$ cat config.mk
export PLATFORM = sky130hd
export DESIGN_NAME = pu_mc_flat
export DESIGN_NICKNAME = d
export VERILOG_FILES = /design/src/rtl/pu_mc_pkg.sv /design/src/rtl/pu_mc_if.sv /design/src/rtl/pu_dmem_lat.sv /design/src/rtl/pu_mc.sv /design/src/flat_wrapper.sv
export SDC_FILE = /design/constraint.sdc
export NUM_CORES = 1
export LEC_CHECK = 0
export ABC_CLOCK_PERIOD_IN_PS = 3000
export CORE_MARGIN = 2
export CORE_UTILIZATION = 25
export DETAILED_ROUTE_END_ITERATION = 12
export GPL_TIMING_DRIVEN = 0
export PLACE_DENSITY = 0.49
export SYNTH_ARGS = -nofsm -noshare
export SYNTH_HDL_FRONTEND = slang
export SYNTH_MEMORY_MAX_BITS = 65536
export SYNTH_SLANG_ARGS = --single-unit
$ cat constraint.sdc
create_clock -name clk -period 3 [get_ports clk]
set_input_delay 0.9 -clock clk [delete_from_list [all_inputs] [get_ports clk]]
set_output_delay 0.9 -clock clk [all_outputs]
set_load 0.1 [all_outputs]
$ cat src/rtl/pu_mc_pkg.sv
// ============================================================================
// Module : pu_mc_pkg
// Shared types, default widths and width helpers for the multi-cycle PU.
// Revision: 1.0
// ============================================================================
`default_nettype none

package pu_mc_pkg;

    localparam int W_DEF      = 16;
    localparam int IM_AW_DEF  = 8;
    localparam int DM_AW_DEF  = 8;
    localparam int DM_LAT_DEF = 2;
    localparam int DM_LAT_MAX = 4;
    localparam int WAIT_W     = $clog2(DM_LAT_MAX);
    localparam int OP_W       = 4;
    localparam int RA_W       = 4;
    localparam int NREG       = 2 ** RA_W;

    typedef enum logic [2:0] {
        FETCH = 3'd0,
        EXEC  = 3'd1,
        MEM   = 3'd2,
        WB    = 3'd3,
        HALT  = 3'd4
    } state_t;

    typedef enum logic [OP_W-1:0] {
        OP_NOP  = 4'h0,
        OP_LI   = 4'h1,
        OP_LH   = 4'h2,
        OP_LL   = 4'h3,
        OP_ADD  = 4'h4,
        OP_SUB  = 4'h5,
        OP_AND  = 4'h6,
        OP_OR   = 4'h7,
        OP_XOR  = 4'h8,
        OP_LD   = 4'h9,
        OP_ST   = 4'hA,
        OP_HALT = 4'hF
    } op_t;

    function automatic int imm_w(input int w);
        return w / 2;
    endfunction

    // Word = opcode | rd | max(imm, ra:rb) so both formats share one layout.
    function automatic int instr_w(input int w);
        return OP_W + RA_W + (((w / 2) > 2 * RA_W) ? (w / 2) : 2 * RA_W);
    endfunction

    function automatic bit dm_lat_legal(input int lat);
        return (lat >= 1) && (lat <= DM_LAT_MAX);
    endfunction

endpackage

`default_nettype wire

$ cat src/rtl/pu_mc_if.sv
// ============================================================================
// Module : pu_mc_if
// Write-back / status bus of pu_mc; PERF_CNT_EN adds the cycle/retire counters.
// Revision: 1.0
// ============================================================================
`default_nettype none

interface pu_mc_if
    import pu_mc_pkg::*;
#(
    parameter int W     = W_DEF,
    parameter int IM_AW = IM_AW_DEF
);
    logic             we;
    logic [W-1:0]     wd;
    logic             halted;
    logic [IM_AW-1:0] pc_o;
`ifdef PERF_CNT_EN
    logic [31:0]      cyc_cnt;
    logic [31:0]      ins_cnt;

    modport master (output we, wd, halted, pc_o, cyc_cnt, ins_cnt);
    modport slave  (input  we, wd, halted, pc_o, cyc_cnt, ins_cnt);
`else
    modport master (output we, wd, halted, pc_o);
    modport slave  (input  we, wd, halted, pc_o);
`endif
endinterface

`default_nettype wire

$ cat src/rtl/pu_dmem_lat.sv
// ============================================================================
// Module : pu_dmem_lat
// Single-port data RAM with synchronous write and a DM_LAT-deep read pipeline.
// Revision: 1.0
// ============================================================================
`default_nettype none

module pu_dmem_lat
    import pu_mc_pkg::*;
#(
    parameter int W      = W_DEF,
    parameter int DM_AW  = DM_AW_DEF,
    parameter int DM_LAT = DM_LAT_DEF
) (
    input  logic             clk,
    input  logic             rst,
    input  logic [DM_AW-1:0] addr,
    input  logic [W-1:0]     wdata,
    input  logic             we,
    input  logic             re,
    output logic [W-1:0]     rdata,
    output logic             rd_valid
);
    logic [W-1:0] mem_q  [2**DM_AW];
    logic [W-1:0] data_q [DM_LAT];
    logic         vld_q  [DM_LAT];

    always_ff @(posedge clk) begin
        if (we) begin
            mem_q[addr] <= wdata;
        end
    end

    for (genvar k = 0; k < DM_LAT; k++) begin : g_pipe
        if (k == 0) begin : g_head
            always_ff @(posedge clk) begin
                if (rst) begin
                    vld_q[0] <= 1'b0;
                end else begin
                    vld_q[0] <= re;
                end
                if (re) begin
                    data_q[0] <= mem_q[addr];
                end
            end
        end else begin : g_tail
            always_ff @(posedge clk) begin
                if (rst) begin
                    vld_q[k] <= 1'b0;
                end else begin
                    vld_q[k] <= vld_q[k-1];
                end
                data_q[k] <= data_q[k-1];
            end
        end
    end

    assign rdata    = data_q[DM_LAT-1];
    assign rd_valid = vld_q[DM_LAT-1];

endmodule

`default_nettype wire

$ cat src/rtl/pu_mc.sv
// ============================================================================
// Module : pu_mc
// Multi-cycle teaching-CPU core (FETCH/EXEC/MEM/WB). Optional: PERF_CNT_EN.
// Revision: 1.0
// ============================================================================
`default_nettype none

module pu_mc
    import pu_mc_pkg::*;
#(
    parameter int W      = W_DEF,
    parameter int IM_AW  = IM_AW_DEF,
    parameter int DM_AW  = DM_AW_DEF,
    parameter int DM_LAT = DM_LAT_DEF,
    parameter logic [(2**IM_AW)*instr_w(W)-1:0] PROG = '0
) (
    input  logic    clk,
    input  logic    rst,
    pu_mc_if.master bus
);
    localparam int IW    = instr_w(W);
    localparam int IMM_W = imm_w(W);
    localparam int HI_W  = W - IMM_W;

    if (!dm_lat_legal(DM_LAT) || (W % 2 != 0) || (DM_AW > W)) begin : g_bad_cfg
        $error("pu_mc: illegal configuration W=%0d DM_AW=%0d DM_LAT=%0d", W, DM_AW, DM_LAT);
    end

    state_t            state_q, state_d;
    logic [IM_AW-1:0]  pc_q, pc_d;
    logic [IW-1:0]     ir_q, ir_d;
    logic [W-1:0]      res_q, res_d;
    logic [W-1:0]      ldata_q, ldata_d;
    logic [W-1:0]      wd_q, wd_d;
    logic [RA_W-1:0]   wad_q, wad_d;
    logic              wen_q, wen_d;
    logic              dms_q, dms_d;
    logic              halted_q, halted_d;
    logic [WAIT_W-1:0] wait_q, wait_d;

    logic [W-1:0]      rf_q   [NREG];
    logic [IW-1:0]     w_imem [2**IM_AW];

    op_t               w_op;
    logic [RA_W-1:0]   w_rd, w_ra, w_rb;
    logic [IMM_W-1:0]  w_imm;
    logic [W-1:0]      w_a, w_b, w_s, w_alu;
    logic              w_wen, w_dms, w_dmwe, w_halt;
    logic              w_dm_we, w_dm_re, w_dm_valid, w_rf_we;
    logic [W-1:0]      w_dm_rdata, w_wb_val;

    for (genvar i = 0; i < 2**IM_AW; i++) begin : g_imem
        assign w_imem[i] = PROG[i*IW +: IW];
    end

    assign w_op  = op_t'(ir_q[IW-1 -: OP_W]);
    assign w_rd  = ir_q[IW-OP_W-1 -: RA_W];
    assign w_ra  = ir_q[2*RA_W-1 -: RA_W];
    assign w_rb  = ir_q[RA_W-1:0];
    assign w_imm = ir_q[IMM_W-1:0];
    assign w_a   = rf_q[w_ra];
    assign w_b   = rf_q[w_rb];
    assign w_s   = rf_q[w_rd];

    // Decoder + ALU; ld/st use the zero-extended immediate as the address.
    always_comb begin
        w_alu  = '0;
        w_wen  = 1'b0;
        w_dms  = 1'b0;
        w_dmwe = 1'b0;
        w_halt = 1'b0;
        case (w_op)
            OP_LI:   begin w_alu = {{HI_W{w_imm[IMM_W-1]}}, w_imm}; w_wen = 1'b1; end
            OP_LH:   begin w_alu = {w_imm, w_s[IMM_W-1:0]};         w_wen = 1'b1; end
            OP_LL:   begin w_alu = {w_s[W-1:IMM_W], w_imm};         w_wen = 1'b1; end
            OP_ADD:  begin w_alu = w_a + w_b;                       w_wen = 1'b1; end
            OP_SUB:  begin w_alu = w_a - w_b;                       w_wen = 1'b1; end
            OP_AND:  begin w_alu = w_a & w_b;                       w_wen = 1'b1; end
            OP_OR:   begin w_alu = w_a | w_b;                       w_wen = 1'b1; end
            OP_XOR:  begin w_alu = w_a ^ w_b;                       w_wen = 1'b1; end
            OP_LD:   begin w_alu = {{HI_W{1'b0}}, w_imm}; w_wen = 1'b1; w_dms = 1'b1; end
            OP_ST:   begin w_alu = {{HI_W{1'b0}}, w_imm}; w_dmwe = 1'b1; end
            OP_HALT: w_halt = 1'b1;
            default: ;
        endcase
    end

    assign w_wb_val = dms_q ? ldata_q : res_q;

    always_comb begin
        state_d  = state_q;
        pc_d     = pc_q;
        ir_d     = ir_q;
        res_d    = res_q;
        ldata_d  = ldata_q;
        wd_d     = wd_q;
        wad_d    = wad_q;
        wen_d    = wen_q;
        dms_d    = dms_q;
        halted_d = halted_q;
        wait_d   = wait_q;
        w_dm_we  = 1'b0;
        w_dm_re  = 1'b0;
        w_rf_we  = 1'b0;
        case (state_q)
            FETCH: begin
                ir_d    = w_imem[pc_q];
                state_d = EXEC;
            end
            EXEC: begin
                res_d = w_alu;
                wad_d = w_rd;
                wen_d = w_wen;
                dms_d = w_dms;
                if (w_halt) begin
                    halted_d = 1'b1;
                    state_d  = HALT;
                end else if (w_dmwe) begin
                    w_dm_we = 1'b1;
                    pc_d    = pc_q + IM_AW'(1);
                    state_d = FETCH;
                end else if (w_dms) begin
                    w_dm_re = 1'b1;
                    wait_d  = WAIT_W'(DM_LAT - 1);
                    state_d = MEM;
                end else begin
                    state_d = WB;
                end
            end
            MEM: begin
                if (wait_q != '0) begin
                    wait_d = wait_q - WAIT_W'(1);
                end else if (w_dm_valid) begin
                    ldata_d = w_dm_rdata;
                    state_d = WB;
                end
            end
            WB: begin
                w_rf_we = wen_q;
                wd_d    = w_wb_val;
                pc_d    = pc_q + IM_AW'(1);
                state_d = FETCH;
            end
            HALT: ;
            default: state_d = FETCH;
        endcase
        // A reset cycle must not leave side effects behind.
        if (rst) begin
            w_dm_we = 1'b0;
            w_dm_re = 1'b0;
            w_rf_we = 1'b0;
        end
    end

    always_ff @(posedge clk) begin
        if (rst) begin
            state_q  <= FETCH;
            pc_q     <= '0;
            ir_q     <= '0;
            res_q    <= '0;
            ldata_q  <= '0;
            wd_q     <= '0;
            wad_q    <= '0;
            wen_q    <= 1'b0;
            dms_q    <= 1'b0;
            halted_q <= 1'b0;
            wait_q   <= '0;
        end else begin
            state_q  <= state_d;
            pc_q     <= pc_d;
            ir_q     <= ir_d;
            res_q    <= res_d;
            ldata_q  <= ldata_d;
            wd_q     <= wd_d;
            wad_q    <= wad_d;
            wen_q    <= wen_d;
            dms_q    <= dms_d;
            halted_q <= halted_d;
            wait_q   <= wait_d;
        end
    end

    always_ff @(posedge clk) begin
        if (w_rf_we) begin
            rf_q[wad_q] <= w_wb_val;
        end
    end

    pu_dmem_lat #(
        .W      (W),
        .DM_AW  (DM_AW),
        .DM_LAT (DM_LAT)
    ) u_dmem (
        .clk      (clk),
        .rst      (rst),
        .addr     (w_alu[DM_AW-1:0]),
        .wdata    (w_s),
        .we       (w_dm_we),
        .re       (w_dm_re),
        .rdata    (w_dm_rdata),
        .rd_valid (w_dm_valid)
    );

    assign bus.we     = w_rf_we;
    assign bus.wd     = (state_q == WB) ? w_wb_val : wd_q;
    assign bus.halted = halted_q;
    assign bus.pc_o   = pc_q;

`ifdef PERF_CNT_EN
    logic [31:0] cyc_q;
    logic [31:0] ins_q;
    logic        w_retire;

    assign w_retire = (state_q == WB) || ((state_q == EXEC) && (w_halt || w_dmwe));

    always_ff @(posedge clk) begin
        if (rst) begin
            cyc_q <= '0;
            ins_q <= '0;
        end else begin
            if ((state_q != HALT) && (cyc_q != '1)) begin
                cyc_q <= cyc_q + 32'd1;
            end
            if (w_retire && (ins_q != '1)) begin
                ins_q <= ins_q + 32'd1;
            end
        end
    end

    assign bus.cyc_cnt = cyc_q;
    assign bus.ins_cnt = ins_q;
`endif

endmodule

`default_nettype wire

$ cat src/flat_wrapper.sv
// flat-port wrapper written by rule: the top's interface ports become plain ports
module pu_mc_flat import pu_mc_pkg::*;
#(
    parameter int W      = W_DEF,
    parameter int IM_AW  = IM_AW_DEF,
    parameter int DM_AW  = DM_AW_DEF,
    parameter int DM_LAT = DM_LAT_DEF,
    parameter logic [(2**IM_AW)*instr_w(W)-1:0] PROG = '0
)
  (clk, rst, bus_we, bus_wd, bus_halted, bus_pc_o);
  pu_mc_if #(.W(W), .IM_AW(IM_AW)) bus_i ();
  input  logic clk;
  input  logic rst;
  output wire logic [$bits(bus_i.we)-1:0] bus_we;
  output wire logic [$bits(bus_i.wd)-1:0] bus_wd;
  output wire logic [$bits(bus_i.halted)-1:0] bus_halted;
  output wire logic [$bits(bus_i.pc_o)-1:0] bus_pc_o;
  assign bus_we = bus_i.we;
  assign bus_wd = bus_i.wd;
  assign bus_halted = bus_i.halted;
  assign bus_pc_o = bus_i.pc_o;
  pu_mc #(.W(W), .IM_AW(IM_AW), .DM_AW(DM_AW), .DM_LAT(DM_LAT), .PROG(PROG)) u_core (.clk(clk), .rst(rst), .bus(bus_i));
endmodule
==> impl_metrics.tcl, run 1 <==
set metrics [dict create \
    path_max_fanout 10 \
    grt_max_degree 14 \
    wl_per_cell_um 10.7 \
    cp_top_family "buffers and inverters" \
    crit_start "u_core.state_q[0]" \
    clock_skew_ns 0.00573 \
    crit_chain "ha_1 -> clkbuf_1 -> nor2b_1 -> clkdlybuf4s15_2" \
    place.gp.congestion 0.724 \
    core_area_um2 3740 \
    synth_compound_area_share_pct 4.04 \
    holdPathStages 2 \
    fin_nets 139 \
    cp.required_ns 2.10 \
    combPwrFrac_pct 19.0 \
    clk_pin_slew_ns 0.09 \
    drv_slew 0 \
    synthXorXnorAreaFrac_pct 3.54 \
    instances_no_fill 179 \
    yosys.area.top_type "dfxtp_1" \
    dieArea_um2 4480 \
    numPortBuffers 25 \
    synthSimpleGateAreaFrac_pct 29.8 \
    grt_use_total_pct 9.44 \
    total_leakage_power_nw 0.546 \
    hp-start "u_core.bus.pc_o[7]" \
    clockRootBuffer "clkbuf_8" \
    synth_edf_count 0 \
    clk_latency_ns 0.27 \
    synth.area.mux_share_pct 1.01 \
    peakVddDrop_mv 0.303 \
    cap_violations 0 \
    r2r-start "u_core.state_q[1]" \
    layout-drive-gt1-share_pct 22.9 \
    dr.pass1.iters 4 \
    p_int_mw 0.486 \
    route.final.wire_length_mm 1.92 \
    cts_max_level 1 \
    first_iter_violations 22 \
    swShare_pct 30.4 \
    path_buf_inv 2 \
    hold_viol_final 0 \
    arrival_ns 1.91 \
    switchingPower_mw 0.212 \
    tightest_slew_ns 0.962 \
    power.density_nw_per_um2 520 \
    synth_adder_area_share_pct 5.05 \
    rows 22 \
    antenna_cells 0 \
    grt_antenna_before_repair 0 \
    post-route-min-period_ns 2.81 \
    vias_per_cell 4.13 \
    areaGrowthSynthToFinish_pct 35.6 \
    end_kind "primary output" \
    yosysWarningCount 0 \
    yosysUniqueCellTypes 19 \
    place_inst 176 \
    netlist_top_cells_area "dfxtp_1, nor2b_1, ha_1" \
    hold_path_class "reg2reg" \
    worst_r2r_path_depth 4 \
    dpl.hpwl_mm 1.39 \
    routed-via-count 739 \
    fin_area_um2 1340 \
    drc 0 \
    setup_viol 0 \
    io_pins 28 \
    grt_pass1_vias 706 \
    worst-setup-path-type "reg2out" \
    initial_core_util_pct 26.5 \
    relSlewSlack_pct 35.6 \
    yosysTopAreaCellShare_pct 52.5 \
    synth_seq_cells 26 \
    ant_nets 0 \
    syn_area_per_cell_um2 9.72 \
    synth_top_family_by_area "simple AND/OR/NAND/NOR gates" \
    async_flop_share_pct 0 \
    syn_inst 102 \
    cts_inserted_buffers 3 \
    seqPwrFrac_pct 53.5 \
    synth_flop_cell "dfxtp_1" \
    ys_seq_area_share_pct 52.5 \
    place_area_um2 1320 \
    clockPowerShare_pct 27.4 \
    overflow 0 \
    slowest_delay_ns 0.58 \
    slowest_stage "clkdlybuf4s15_2" \
    synthesis.area_um2 991 \
    post-route-period-util_pct 93.7 \
    grt_first_pass_wirelength_mm 3.19 \
    clock_sinks 26 \
    cts_tree "done" \
    grt_setup_unrepaired "false" \
    die_y_um 67.0 \
    fmax_ghz 0.356 \
    path_depth 4 \
    clockBufferDepth 2 \
    die_w_um 67.0 \
    cp-start-kind "register" \
    outcome "complete, no violations" \
]
sequential cells by signal, indices dropped and copies added, names as in the netlist:
register and count:
u_core.state_q 2, u_core.wd_q 16, u_core.bus.pc_o 8
synth_stat cells, types with 2 or more instances:
cell type / number
xor2_1: 3
buf_2: 2
dfxtp_1: 26
a21oi_1: 5
ha_1: 4
buf_4: 2
or3_1: 3
nand4_1: 2
clkbuf_1: 2
nand3_1: 2
nor2b_1: 32
nor2_1: 9
nand2_1: 2
o21ai_0: 3
area by class of cell:
| class | count | area (um^2) |
|---|---|---|
| multi-input cells | 70 | 453 |
| flip-flops and latches | 26 | 520 |
| well taps | 48 | 60.1 |
| clock buffers | 3 | 41.3 |
| inverters | 1 | 3.75 |
| repair buffers | 25 | 233 |
| plain buffers | 6 | 32.5 |
| fillers | 415 | 2400 |
power by group through the flow:
stage	logic [mW]	clock network, mW	registers (mW)
floorplan	0.0783	0	0.407
global placement	0.128	0	0.381
detailed placement	0.135	0	0.382
CTS	0.135	0.203	0.374
global route	0.150	0.216	0.376
finish	0.133	0.192	0.374
metal layers:
layer	vias up	GRT usage [%]	part of all wire (%)
met4	0	1.53	0
met1	334	11.9	45
li1	378	-	-
met5	-	0	0
met2	27	14.6	46
met3	0	4.73	9.3
cells in the final DEF, fill, tap and decap left out, types with 3 or more instances in the layout:
cell,count
nor2b_1,26
dfxtp_1,26
clkdlybuf4s15_2,10
nor2_1,9
clkdlybuf4s50_1,9
nor2b_2,6
clkbuf_2,6
a21oi_1,5
ha_1,4
o21ai_0,3
or3_1,3
xor2_1,3
clkbuf_8,3
final timing paths:
check	endpoint	slack, ns
worst min-delay path	u_core.bus.pc_o[7]	0.50
worst max-delay path	bus_wd[15]	0.19
worst max register to register	u_core.wd_q[15]	1.60
worst min register to register	u_core.bus.pc_o[7]	0.50
timing repair:
item / in CTS / in global routing
buffers inserted: 0 / 0
resized for setup: 42 / 6
hold buffers: 0 / 0
endpoints found under the setup margin: 16 / 6
tightest hold or removal path: cells and delay by family (launching register included):
kind           cells  cell delay [ns]
AO/OA/AOI/OAI      2             0.14
flip-flops         1             0.33
stage by stage:
stage               setup WS [ns]  total power [mW]  setup TNS [ns]  utilization [%]  hold slack, ns
floorplan                 -0.0247             0.485          -0.247                -           0.511
global placement          -0.0987             0.509          -0.738             35.3           0.472
detailed placement         -0.100             0.518          -0.843             35.3           0.506
CTS                       0.00158             0.713               0             36.7           0.519
global route               0.0346             0.742               0             35.9           0.536
finish                      0.188             0.698               0             35.9           0.504
cells by family (layout without fill, tap and decap cells):
| family | Yosys count | in the layout |
|---|---|---|
| adder cells (fa/ha/maj) | 4 | 4 |
| flip-flops | 26 | 26 |
| AND/OR/NAND/NOR | 51 | 51 |
| other | 1 | 2 |
| XOR/XNOR | 4 | 4 |
| buffers and inverters | 7 | 35 |
| AO/OA/AOI/OAI | 8 | 8 |
| multiplexers | 1 | 1 |
Note: power is estimated with default switching activity, not from simulation.
==> run 2, diff against run 1 <==
--- a/config.mk
+++ b/config.mk
@@ -5,12 +5,13 @@
 export SDC_FILE = /design/constraint.sdc
 export NUM_CORES = 1
 export LEC_CHECK = 0
-export ABC_CLOCK_PERIOD_IN_PS = 3000
+export ABC_CLOCK_PERIOD_IN_PS = 2500
 export CORE_MARGIN = 2
 export CORE_UTILIZATION = 25
 export DETAILED_ROUTE_END_ITERATION = 12
+export DONT_BUFFER_PORTS = 1
 export GPL_TIMING_DRIVEN = 0
-export PLACE_DENSITY = 0.49
+export PLACE_DENSITY = 0.42
 export SYNTH_ARGS = -nofsm -noshare
 export SYNTH_HDL_FRONTEND = slang
 export SYNTH_MEMORY_MAX_BITS = 65536
==> constraint.sdc (replaced) <==
create_clock -name clk -period 2.5 [get_ports clk]
set_input_delay 0.75 -clock clk [delete_from_list [all_inputs] [get_ports clk]]
set_output_delay 0.75 -clock clk [all_outputs]
set_load 0.1 [all_outputs]
==> run 2 against run 1 <==
  * The flow now finishes with violations (setup timing)
  * Setup slack got worse by 0.42 ns
  * Clock skew barely moved
  * Non-clock buffer count fell by 5
  * Routed wire length rose by 3.4%
  * Critical path type unchanged
  * Largest power group unchanged
==> impl_metrics.tcl, run 2 (synthesis gave the netlist of run 1 again) <==
set metrics [dict create \
    outcome "finished with violations" \
    violations "setup timing" \
    ant_nets 0 \
    dieArea_um2 4480 \
    grt_antenna_before_repair 0 \
    cts_inserted_buffers 3 \
    fmax_ghz 0.366 \
    switchingPower_mw 0.257 \
    slowest_delay_ns 0.88 \
    worst-setup-path-type "reg2out" \
    r2r_slack_ns 0.41 \
    numPortBuffers 0 \
    wl_per_cell_um 11.4 \
    grt_pass1_vias 734 \
    post-route-min-period_ns 2.73 \
    end_kind "primary output" \
    instances_no_fill 174 \
    peakVddDrop_mv 0.219 \
    clk_latency_ns 0.26 \
    areaGrowthSynthToFinish_pct 46.2 \
    grt_setup_unrepaired "true" \
    fin_hold_ws_ns 0.541 \
    cp-start-kind "register" \
    vias_per_cell 4.19 \
    drv_slew 0 \
    final_cell_mix "dfxtp_1, nor2b_2, nor2b_1" \
    hold_viol_final 0 \
    hold_path_class "in2reg" \
    io_pins 28 \
    core_area_um2 3740 \
    place_inst 171 \
    clock_skew_ns 0.00566 \
    initial_core_util_pct 26.5 \
    post-route-period-util_pct 109 \
    swShare_pct 30.9 \
    first_iter_violations 14 \
    regMostFlops "u_core.wd_q" \
    combPwrFrac_pct 14.2 \
    layout-drive-gt1-share_pct 27.0 \
    cts_tree "done" \
    slowest_stage "nor2b_2" \
    fin_ws_ns -0.231 \
    rows 22 \
    cap_violations 0 \
    routed-via-count 729 \
    dpl.hpwl_mm 1.45 \
    tns_ns -1.88 \
    cp_top_family "simple AND/OR/NAND/NOR gates" \
    fin_nets 134 \
    overflow 0 \
    die_y_um 67.0 \
    route.final.wire_length_mm 1.99 \
    arrival_ns 1.98 \
    power.density_nw_per_um2 574 \
    p_int_mw 0.575 \
    largest_register_ffs 16 \
    clockRootBuffer "clkbuf_8" \
    cp.required_ns 1.75 \
    clk_pin_slew_ns 0.09 \
    total_leakage_power_nw 0.574 \
    final_common_cell "dfxtp_1" \
    relSlewSlack_pct 25.2 \
    tightest_slew_ns 1.12 \
    grt_max_degree 14 \
    antenna_cells 0 \
    clockPowerShare_pct 27.6 \
    clock_sinks 26 \
    path_max_fanout 10 \
    setup_viol 16 \
    crit_chain "ha_1 -> buf_2 -> nor2b_2" \
    path_buf_inv 1 \
    cts_max_level 1 \
    dr.pass1.iters 2 \
    place.gp.congestion 0.793 \
    drc 0 \
    grt_first_pass_wirelength_mm 3.35 \
    clockBufferDepth 2 \
    grt_use_total_pct 10.1 \
    seqPwrFrac_pct 58.2 \
    die_w_um 67.0 \
]
run 2: layout make-up:
type | instances | area, um^2
Sequential cell | 26 | 520
Clock buffer | 3 | 41.3
Tap cell | 48 | 60.1
Multi-Input combinational cell | 70 | 478
Fill cell | 377 | 2290
Buffer | 6 | 32.5
Inverter | 1 | 3.75
Timing Repair Buffer | 20 | 313
run 2: through the flow:
stage | power, mW | setup slack, ns | area (um^2) | util (%)
2_1_floorplan | 0.583 | -0.375 | 1010 | -
3_5_place_dp | 0.614 | 0.0514 | 1410 | 37.6
3_3_place_gp | 0.600 | -0.548 | 1070 | 28.6
5_1_grt | 0.882 | -0.320 | 1450 | 38.7
6_report | 0.831 | -0.231 | 1450 | 38.7
4_1_cts | 0.846 | -0.256 | 1450 | 38.7
run 2: per-layer routing:
metal	part of all wire, %	track usage (%)
met1	44	11.4
met5	0	0
met2	49	16.9
met3	5.6	3.21
met4	1.8	5.61
run 2: what timing repair did:
| action | CTS | global route |
|---|---|---|
| buffers inserted | 0 | 0 |
| setup endpoints to repair | 16 | 16 |
| gates resized for setup | 0 | 1 |
| hold buffers | 0 | 0 |
run 2: worst paths after layout:
| path | start | endpoint | depth (start not counted) |
|---|---|---|---|
| max | u_core.state_q[0] | bus_wd[8] | 3 |
| max reg2reg | u_core.bus.pc_o[0] | u_core.bus.pc_o[6] | 4 |
| min reg2reg | u_core.state_q[1] | u_core.state_q[1] | 2 |
| min | rst | u_core.wd_q[9] | 1 |
run 2: power by group through the flow:
stage / sequential, mW / clock, mW / combinational, mW
2_1_floorplan: 0.489 / 0 / 0.0940
6_report: 0.484 / 0.230 / 0.118
3_5_place_dp: 0.493 / 0 / 0.120
4_1_cts: 0.484 / 0.241 / 0.120
3_3_place_gp: 0.492 / 0 / 0.108
5_1_grt: 0.487 / 0.259 / 0.136
==> run 3, diff against run 2 <==
--- a/config.mk
+++ b/config.mk
@@ -5,7 +5,7 @@
 export SDC_FILE = /design/constraint.sdc
 export NUM_CORES = 1
 export LEC_CHECK = 0
-export ABC_CLOCK_PERIOD_IN_PS = 2500
+export CAP_MARGIN = 20
 export CORE_MARGIN = 2
 export CORE_UTILIZATION = 25
 export DETAILED_ROUTE_END_ITERATION = 12
==> results of run 3 <==
The final DEF is identical to that of run 2; final timing and power are the same.
